==> src/rtl/seg_view_sched.sv <==
// Display-source scheduler for the 8-digit seven-segment scan display.
// Picks one of four debug words round-robin over valid pages and drives the digit scan.
module seg_view_sched #(
   parameter logic [15:0] SCAN_DIV = 16'd50000,
   parameter logic [31:0] AUTO_DIV = 32'd100_000_000
) (
   input  logic        clk,
   input  logic        clr,
   input  logic [31:0] src0,
   input  logic [31:0] src1,
   input  logic [31:0] src2,
   input  logic [31:0] src3,
   input  logic [3:0]  valid,
   input  logic        next_btn,
   input  logic        auto_en,
   input  logic        freeze,
   output logic [31:0] disp_word,
   output logic [2:0]  digit_sel,
   output logic        scan_tick,
   output logic [1:0]  page,
   output logic [3:0]  page_oh
);

   typedef enum logic [1:0] {
      SHOW   = 2'd0,
      SEARCH = 2'd1,
      FREEZE = 2'd2
   } state_t;

   state_t      state_q, state_d;
   logic [1:0]  page_q, page_d;
   logic [1:0]  cand_q, cand_d;
   logic [31:0] disp_word_q, disp_word_d;
   logic        btn_q, btn_d;
   logic [15:0] scan_cnt_q, scan_cnt_d;
   logic [2:0]  digit_sel_q, digit_sel_d;
   logic        scan_tick_q, scan_tick_d;
   logic [31:0] auto_cnt_q, auto_cnt_d;

   logic [31:0] page_word;
   logic        btn_req;
   logic        auto_req;
   logic        scan_wrap;
   logic        page_chg;

   always_comb begin
      page_word = src0;
      case (page_q)
         2'd0:    page_word = src0;
         2'd1:    page_word = src1;
         2'd2:    page_word = src2;
         default: page_word = src3;
      endcase
   end

   // Scan path is free-running: it ignores the FSM and freeze entirely.
   always_comb begin
      scan_wrap   = (scan_cnt_q == SCAN_DIV - 16'd1);
      scan_cnt_d  = scan_wrap ? 16'd0 : scan_cnt_q + 16'd1;
      scan_tick_d = scan_wrap;
      digit_sel_d = scan_wrap ? digit_sel_q + 3'd1 : digit_sel_q;
   end

   assign btn_d   = next_btn;
   assign btn_req = next_btn & ~btn_q;

   // A page change only happens out of SEARCH; derived directly to keep the comb paths acyclic.
   assign page_chg = (state_q == SEARCH) && valid[cand_q] && (cand_q != page_q);

   always_comb begin
      auto_req   = 1'b0;
      auto_cnt_d = auto_cnt_q;
      if (!auto_en) begin
         auto_cnt_d = 32'd0;
      end else if (state_q == SHOW && !freeze) begin
         if (auto_cnt_q == AUTO_DIV - 32'd1) begin
            auto_req   = 1'b1;
            auto_cnt_d = 32'd0;
         end else begin
            auto_cnt_d = auto_cnt_q + 32'd1;
         end
      end
      if (page_chg) begin
         auto_cnt_d = 32'd0;
      end
   end

   always_comb begin
      state_d     = state_q;
      page_d      = page_q;
      cand_d      = cand_q;
      disp_word_d = disp_word_q;
      case (state_q)
         SHOW: begin
            disp_word_d = valid[page_q] ? page_word : 32'd0;
            if (freeze) begin
               state_d = FREEZE;
            end else if (btn_req | auto_req) begin
               state_d = SEARCH;
               cand_d  = page_q + 2'd1;
            end
         end
         SEARCH: begin
            // cand == page means every other page was invalid: keep the current one.
            if (valid[cand_q]) begin
               page_d  = cand_q;
               state_d = SHOW;
            end else if (cand_q == page_q) begin
               state_d = SHOW;
            end else begin
               cand_d = cand_q + 2'd1;
            end
         end
         FREEZE: begin
            if (!freeze) begin
               state_d = SHOW;
            end
         end
         default: state_d = SHOW;
      endcase
   end

   always_ff @(posedge clk or posedge clr) begin
      if (clr) begin
         state_q     <= SHOW;
         page_q      <= 2'd0;
         cand_q      <= 2'd0;
         disp_word_q <= 32'd0;
         btn_q       <= 1'b0;
         scan_cnt_q  <= 16'd0;
         digit_sel_q <= 3'd0;
         scan_tick_q <= 1'b0;
         auto_cnt_q  <= 32'd0;
      end else begin
         state_q     <= state_d;
         page_q      <= page_d;
         cand_q      <= cand_d;
         disp_word_q <= disp_word_d;
         btn_q       <= btn_d;
         scan_cnt_q  <= scan_cnt_d;
         digit_sel_q <= digit_sel_d;
         scan_tick_q <= scan_tick_d;
         auto_cnt_q  <= auto_cnt_d;
      end
   end

   assign disp_word = disp_word_q;
   assign digit_sel = digit_sel_q;
   assign scan_tick = scan_tick_q;
   assign page      = page_q;
   assign page_oh   = 4'b0001 << page_q;

endmodule

==> config.mk <==
export PLATFORM = sky130hd
export DESIGN_NAME = seg_view_sched
export DESIGN_NICKNAME = d
export VERILOG_FILES = /design/src/rtl/seg_view_sched.sv
export SDC_FILE = /design/constraint.sdc
export NUM_CORES = 1
export LEC_CHECK = 0
export ABC_AREA = 0
export BUFFER_PORTS_ARGS = -buffer_cell sky130_fd_sc_hd__buf_2
export CAP_MARGIN = 10
export CELL_PAD_IN_SITES_DETAIL_PLACEMENT = 1
export CELL_PAD_IN_SITES_GLOBAL_PLACEMENT = 2
export CORE_MARGIN = 2
export CORE_UTILIZATION = 28
export DETAILED_ROUTE_END_ITERATION = 10
export PLACE_DENSITY_LB_ADDON = 0.1
export SYNTH_ARGS = -nofsm -noshare
export SYNTH_HDL_FRONTEND = slang
export SYNTH_SLANG_ARGS = --single-unit
export TNS_END_PERCENT = 5
==> constraint.sdc <==
create_clock -name clk -period 2.8 [get_ports clk]
set_input_delay 0.42 -clock clk [delete_from_list [all_inputs] [get_ports clk]]
set_output_delay 0.42 -clock clk [all_outputs]
set_load 0.05 [all_outputs]
### After elaboration in Yosys (flattened, before gate mapping)

Cells that the tools add are included.

| word-level totals | value |
|---|---|
| register bits after elaboration | 91 |
| output and inout bits | 42 |

| operators by class | value |
|---|---|
| $add $sub $neg | 5 |
| $lt $le $gt $ge | 2 |
| equal/unequal tests | 16 |
| shift operators | 1 |
| muxes and demuxes | 25 |
| bitwise logic cells | 3 |
| reductions and logical operators | 10 |

Operator list:

| cell | number |
|---|---|
| 32-bit two-way mux | 5 |
| 32-bit case mux with 3 select lines | 1 |
| 32-bit by 1-bit adder with 32-bit output (second input constant) | 1 |
| 32-bit by 27-bit equality test with 1-bit output (second input constant) | 1 |
| 2-bit two-way mux | 9 |
| 16-bit by 1-bit adder with 16-bit output (second input constant) | 1 |
| 16-bit equality test (second input constant) | 1 |
| 16-bit two-way mux | 1 |
| 2-bit inequality test (second input constant) | 4 |
| 2-bit by 3-bit < comparator with 1-bit output (second input constant) | 2 |
| 3-bit by 1-bit inequality test with 1-bit output (second input constant) | 2 |
| 2-bit case mux with 3 select lines | 1 |
| 1-bit two-way mux | 5 |
| 5-bit AND reduction | 1 |
| 2-bit by 1-bit adder with 2-bit output (second input constant) | 2 |
| 1-bit binary-select mux with 2-bit select | 2 |
| 2-bit by 1-bit equality test with 1-bit output (second input constant) | 2 |
| 2-bit equality test (second input constant) | 2 |
| 2-bit logical NOT | 2 |
| 2-bit case mux with 2 select lines | 1 |
| 1-bit by 2-bit << shifter with 4-bit output (first input constant) | 1 |
| 3-bit by 1-bit adder with 3-bit output (second input constant) | 1 |
| 1-bit logical AND | 3 |
| 3-bit by 2-bit inequality test with 1-bit output (second input constant) | 1 |
| 10 further kinds | 10 |

### Logic depth before layout (Yosys ltp)

| logic depth | value |
|---|---|
| depth in word-level cells | 8 |
| mapped depth | 8 |
| mapped depth without buffers | 6 |

### Worst setup path before layout

No wires, ideal clock.

| path | value |
|---|---|
| path type | register to register |
| start | register page_q[1] (netlist: page[1]) |
| end | register cand_q[1] |
| library setup time | 0.094 ns |
| arrival time | 2.624 ns |
| required time | 2.706 ns |
| setup slack | 0.082 ns |
| cell stages (with the launch flop) | 7 |
| period minus slack after synthesis | 2.718 ns |
| path through | dfrtp_1 -> buf_2 -> buf_2 -> buf_1 -> nor2b_1 -> o31ai_1 -> a221oi_2 |

| between the ends | value |
|---|---|
| word-level cells in the longest chain between the ends | 4 |
| elaborated cells on any way between the ends | 7 |

RTL lines:

| element | line | RTL |
|---|---|---|
| start: declaration | 31 | `logic [1:0] page_q, page_d;` |
| start signal: assignment | 136 | `page_q <= page_d;` |
| 2-bit by 1-bit adder with 2-bit output | 100 | `cand_d = page_q + 2'd1;` |
| 2-bit two-way mux | 98 | `end else if (btn_req \| auto_req) begin` |
| 2-bit two-way mux | 96 | `if (freeze) begin` |
| 2-bit case mux with 2 select lines | 93 | `case (state_q)` |
| end signal: assignment | 137 | `cand_q <= cand_d;` |
| end: declaration | 32 | `logic [1:0] cand_q, cand_d;` |

Parallel ways exist; a longest one is shown, timed or not. The select of a mux whose other input is x is not followed.
A chain may end at the register's enable or synchronous reset.

### Worst setup path in the final report

| path | value |
|---|---|
| start | register page_q[1] (netlist: page[1]) |
| end | output port page_oh[2] |

| between the ends | value |
|---|---|
| word-level cells in the longest chain between the ends | 1 |

RTL lines:

| element | line | RTL |
|---|---|---|
| 1-bit by 2-bit << shifter with 4-bit output | 151 | `assign page_oh = 4'b0001 << page_q;` |
| end: declaration | 21 | `output logic [3:0] page_oh` |

No other way between the ends.

==> summary.md <==
| Metric | Value |
|---|---|
| Cells on worst reg2reg path | 5 |
| CP Data Arrival Time | 1.87 ns |
| Worst clock skew | 0.01158 ns |
| Starting DRC count in detailed routing | 163 |
| Fin util | 35.92% |
| Clk root buf | clkbuf_16 |
| Final Power | 0.005553 W |
| CTS max path bufs | 2 |
| Die footprint | 0.02095 sq mm |
| Yosys reg bits | 91 |
| Top_reg_cell synth | dfrtp_1 |
| Port buffer count | 178 |
| Post-Route Setup TNS | 0 ns |
| Commonest non-fill, non-tap cell in the layout | buf_2 |
| Setup bufs post-CTS | 0 |
| Mapped Cells | 531 |
| Initial Util | 28.50% |
| Final wirelength | 16.33 mm |
| GRT overflow | 0 |
| Final instance area | 0.006992 sq mm |
| R2R setup slack | 0.54 ns |
| PwrDens | 794.3 mW/mm^2 |
| Final max-slew violation count | 0 |
| Initial antenna violation count | 0 |
| # diodes | 0 |
| Finish-stage setup viols | 0 |
| RSZ-0062 raised after global routing | no |
| Share of cells above drive strength 1 | 37.46% |
| DRC viols | 0 |
| Std cell rows | 51 |
| Post-synthesis async set-or-reset flop share | 100.0% |
| Hold Buf Count CTS | 0 |
| TritonRoute pass-1 iters | 4 |
| TritonCTS clock tree | built |
| Worst Setup End Kind | primary output |
| Vias per cell | 4.978 |
| Maximum vdd drop | 0.3715 mV |
| Largest net degree at the start of global routing | 65 |
| Static Leak | 3.145 nW |
| Resized cells post-CTS | 0 |
| Synthesis-to-finish area growth | 26.05% |
| Register area share after synthesis | 41.06% |
| DR WL/cell | 16.88 microns |
| Mapped Avg Cell Area | 10.45 sq um |
| Final nets | 837 |
| Via Count | 4814 |
| EDFF count, synth | 0 |
| Max cap viols | 0 |
| Post-route minimum period | 2.293 ns |
| Dpl hpwl | 12.37 mm |
| Actual slew at the worst max-slew pin | 0.6815 ns |
| RePlAce Congestion | 0.7763 |
| Worst-path clk slew | 0.07 ns |
| Max FO, Critical Path | 27 |
| Vias in the first global route | 4817 |
| Post-Syn Nets | 671 |
| Worst hold path class | input port to async pin |
| IO Count | 179 |
| Post-Syn Area | 0.005547 sq mm |
| Fin. Hold Viols | 0 |
| Core area | 0.01946 sq mm |
| # fillers | 2247 |
| Die Y | 144.7 microns |
| Worst skew pair latency | 0.35 ns |
| Fmax | 436.1 MHz |
| Crit share post-route | 81.90% |
| Placed cell area | 0.006688 sq mm |
| Required time of the critical path | 2.38 ns |
| Synthesis Warnings | 0 |
| Cts bufs inserted | 9 |
| H-tree depth | 3 |
| GRT Resource Usage Total | 15.38% |
| Post-synthesis cell type count | 67 |
| Status | complete, no violations |
| Clk sink count | 91 |
| ANT nets after route | 0 |
| Die width | 144.7 microns |
| WHS | 0.09897 ns |
| Global-route wire length before repair | 25.43 mm |
| Max-slew headroom | 54.15% |
| Most frequent cells in the layout | 178 x buf_2, 89 x dfrtp_1, 61 x nand2_1, 37 x o21ai_0 |
| CP Class | flop to primary output |
| Startpoint types | flop |
==> stage by stage <==
stage / cells / worst slack [ns]
6_report: 967 / 0.5067
3_5_place_dp: 951 / 0.5317
4_1_cts: 967 / 0.4450
2_1_floorplan: 531 / 0.01639
3_3_place_gp: 951 / 0.5719
5_1_grt: 967 / 0.3770
==> critical path, stage by stage (launching register included) <==
cell     delay (ns)
dfrtp_2        0.58
buf_4          0.41
nor2b_1        0.22
buf_2          0.30
==> flip-flops by register name, indices dropped and copies added (netlist names) <==
register    cells
state_q         2
disp_word      32
scan_cnt_q     16
page            2
digit_sel       3
scan_tick       1
cand_q          2
auto_cnt_q     32
btn_q           1
==> area by class of cell <==
cell class | instances | area (sq um) | area share (%)
repair buffers | 188 | 978.4 | 13.99
clock buffers | 11 | 242.7 | 3.472
flip-flops and latches | 91 | 2280 | 32.61
clock inverters | 5 | 61.31 | 0.8769
inverters | 12 | 47.55 | 0.6800
well taps | 265 | 331.6 | 4.742
multi-input cells | 395 | 3050 | 43.63
==> path summary, 6_finish.rpt <==
path,start,endpoint
setup / recovery,page[1],page_oh[2]
hold / removal,clr,scan_cnt_q[10]
setup reg to reg,cand_q[0],auto_cnt_q[24]
hold reg to reg,scan_cnt_q[0],scan_cnt_q[0]
max in group asynchronous,clr,disp_word[31]
min in group clk,next_btn,btn_q
==> routing by layer <==
| metal | vias up | GRT usage [%] | share of wire, % |
|---|---|---|---|
| li1 | 2299 | - | - |
| met1 | 2408 | 20.30 | 44 |
| met2 | 93 | 25.65 | 51 |
| met3 | 14 | 2.698 | 4.2 |
| met4 | 0 | 4.957 | 1.2 |
| met5 | - | 0 | 0 |
==> synth_stat cells (7+ instances only) <==
| cell type | count | area share [%] |
|---|---|---|
| and3_1 | 13 | 1.5 |
| xnor2_1 | 9 | 1.4 |
| xor2_1 | 19 | 3.0 |
| nand2_1 | 61 | 4.1 |
| nand3_1 | 27 | 2.4 |
| mux4_2 | 33 | 13 |
| nand2b_1 | 33 | 3.7 |
| inv_1 | 12 | 0.81 |
| nor3_1 | 8 | 0.72 |
| and2_1 | 10 | 1.1 |
| o21ai_1 | 7 | 0.63 |
| dfrtp_1 | 91 | 41 |
| clkbuf_1 | 17 | 1.2 |
| nand4_1 | 18 | 2.0 |
| o21ai_0 | 38 | 3.4 |
| nor2_1 | 28 | 1.9 |
==> kinds of logic after synthesis <==
| group | count (synthesis) | share of synthesized area, % |
|---|---|---|
| compound gates | 93 | 11.35 |
| xor+xnor | 28 | 4.421 |
| simple gates | 231 | 23.75 |
| buf+inv | 45 | 4.015 |
| mux | 40 | 14.73 |
| fa+ha+maj | 3 | 0.6768 |
| flops | 91 | 41.06 |
==> power by group <==
group	switching, W	internal [W]
logic	0.00158	0.000957
clock network	0.000543	0.000724
registers	0.000215	0.00153
total	0.00234	0.00321
Power figures use the tool's default switching activity.
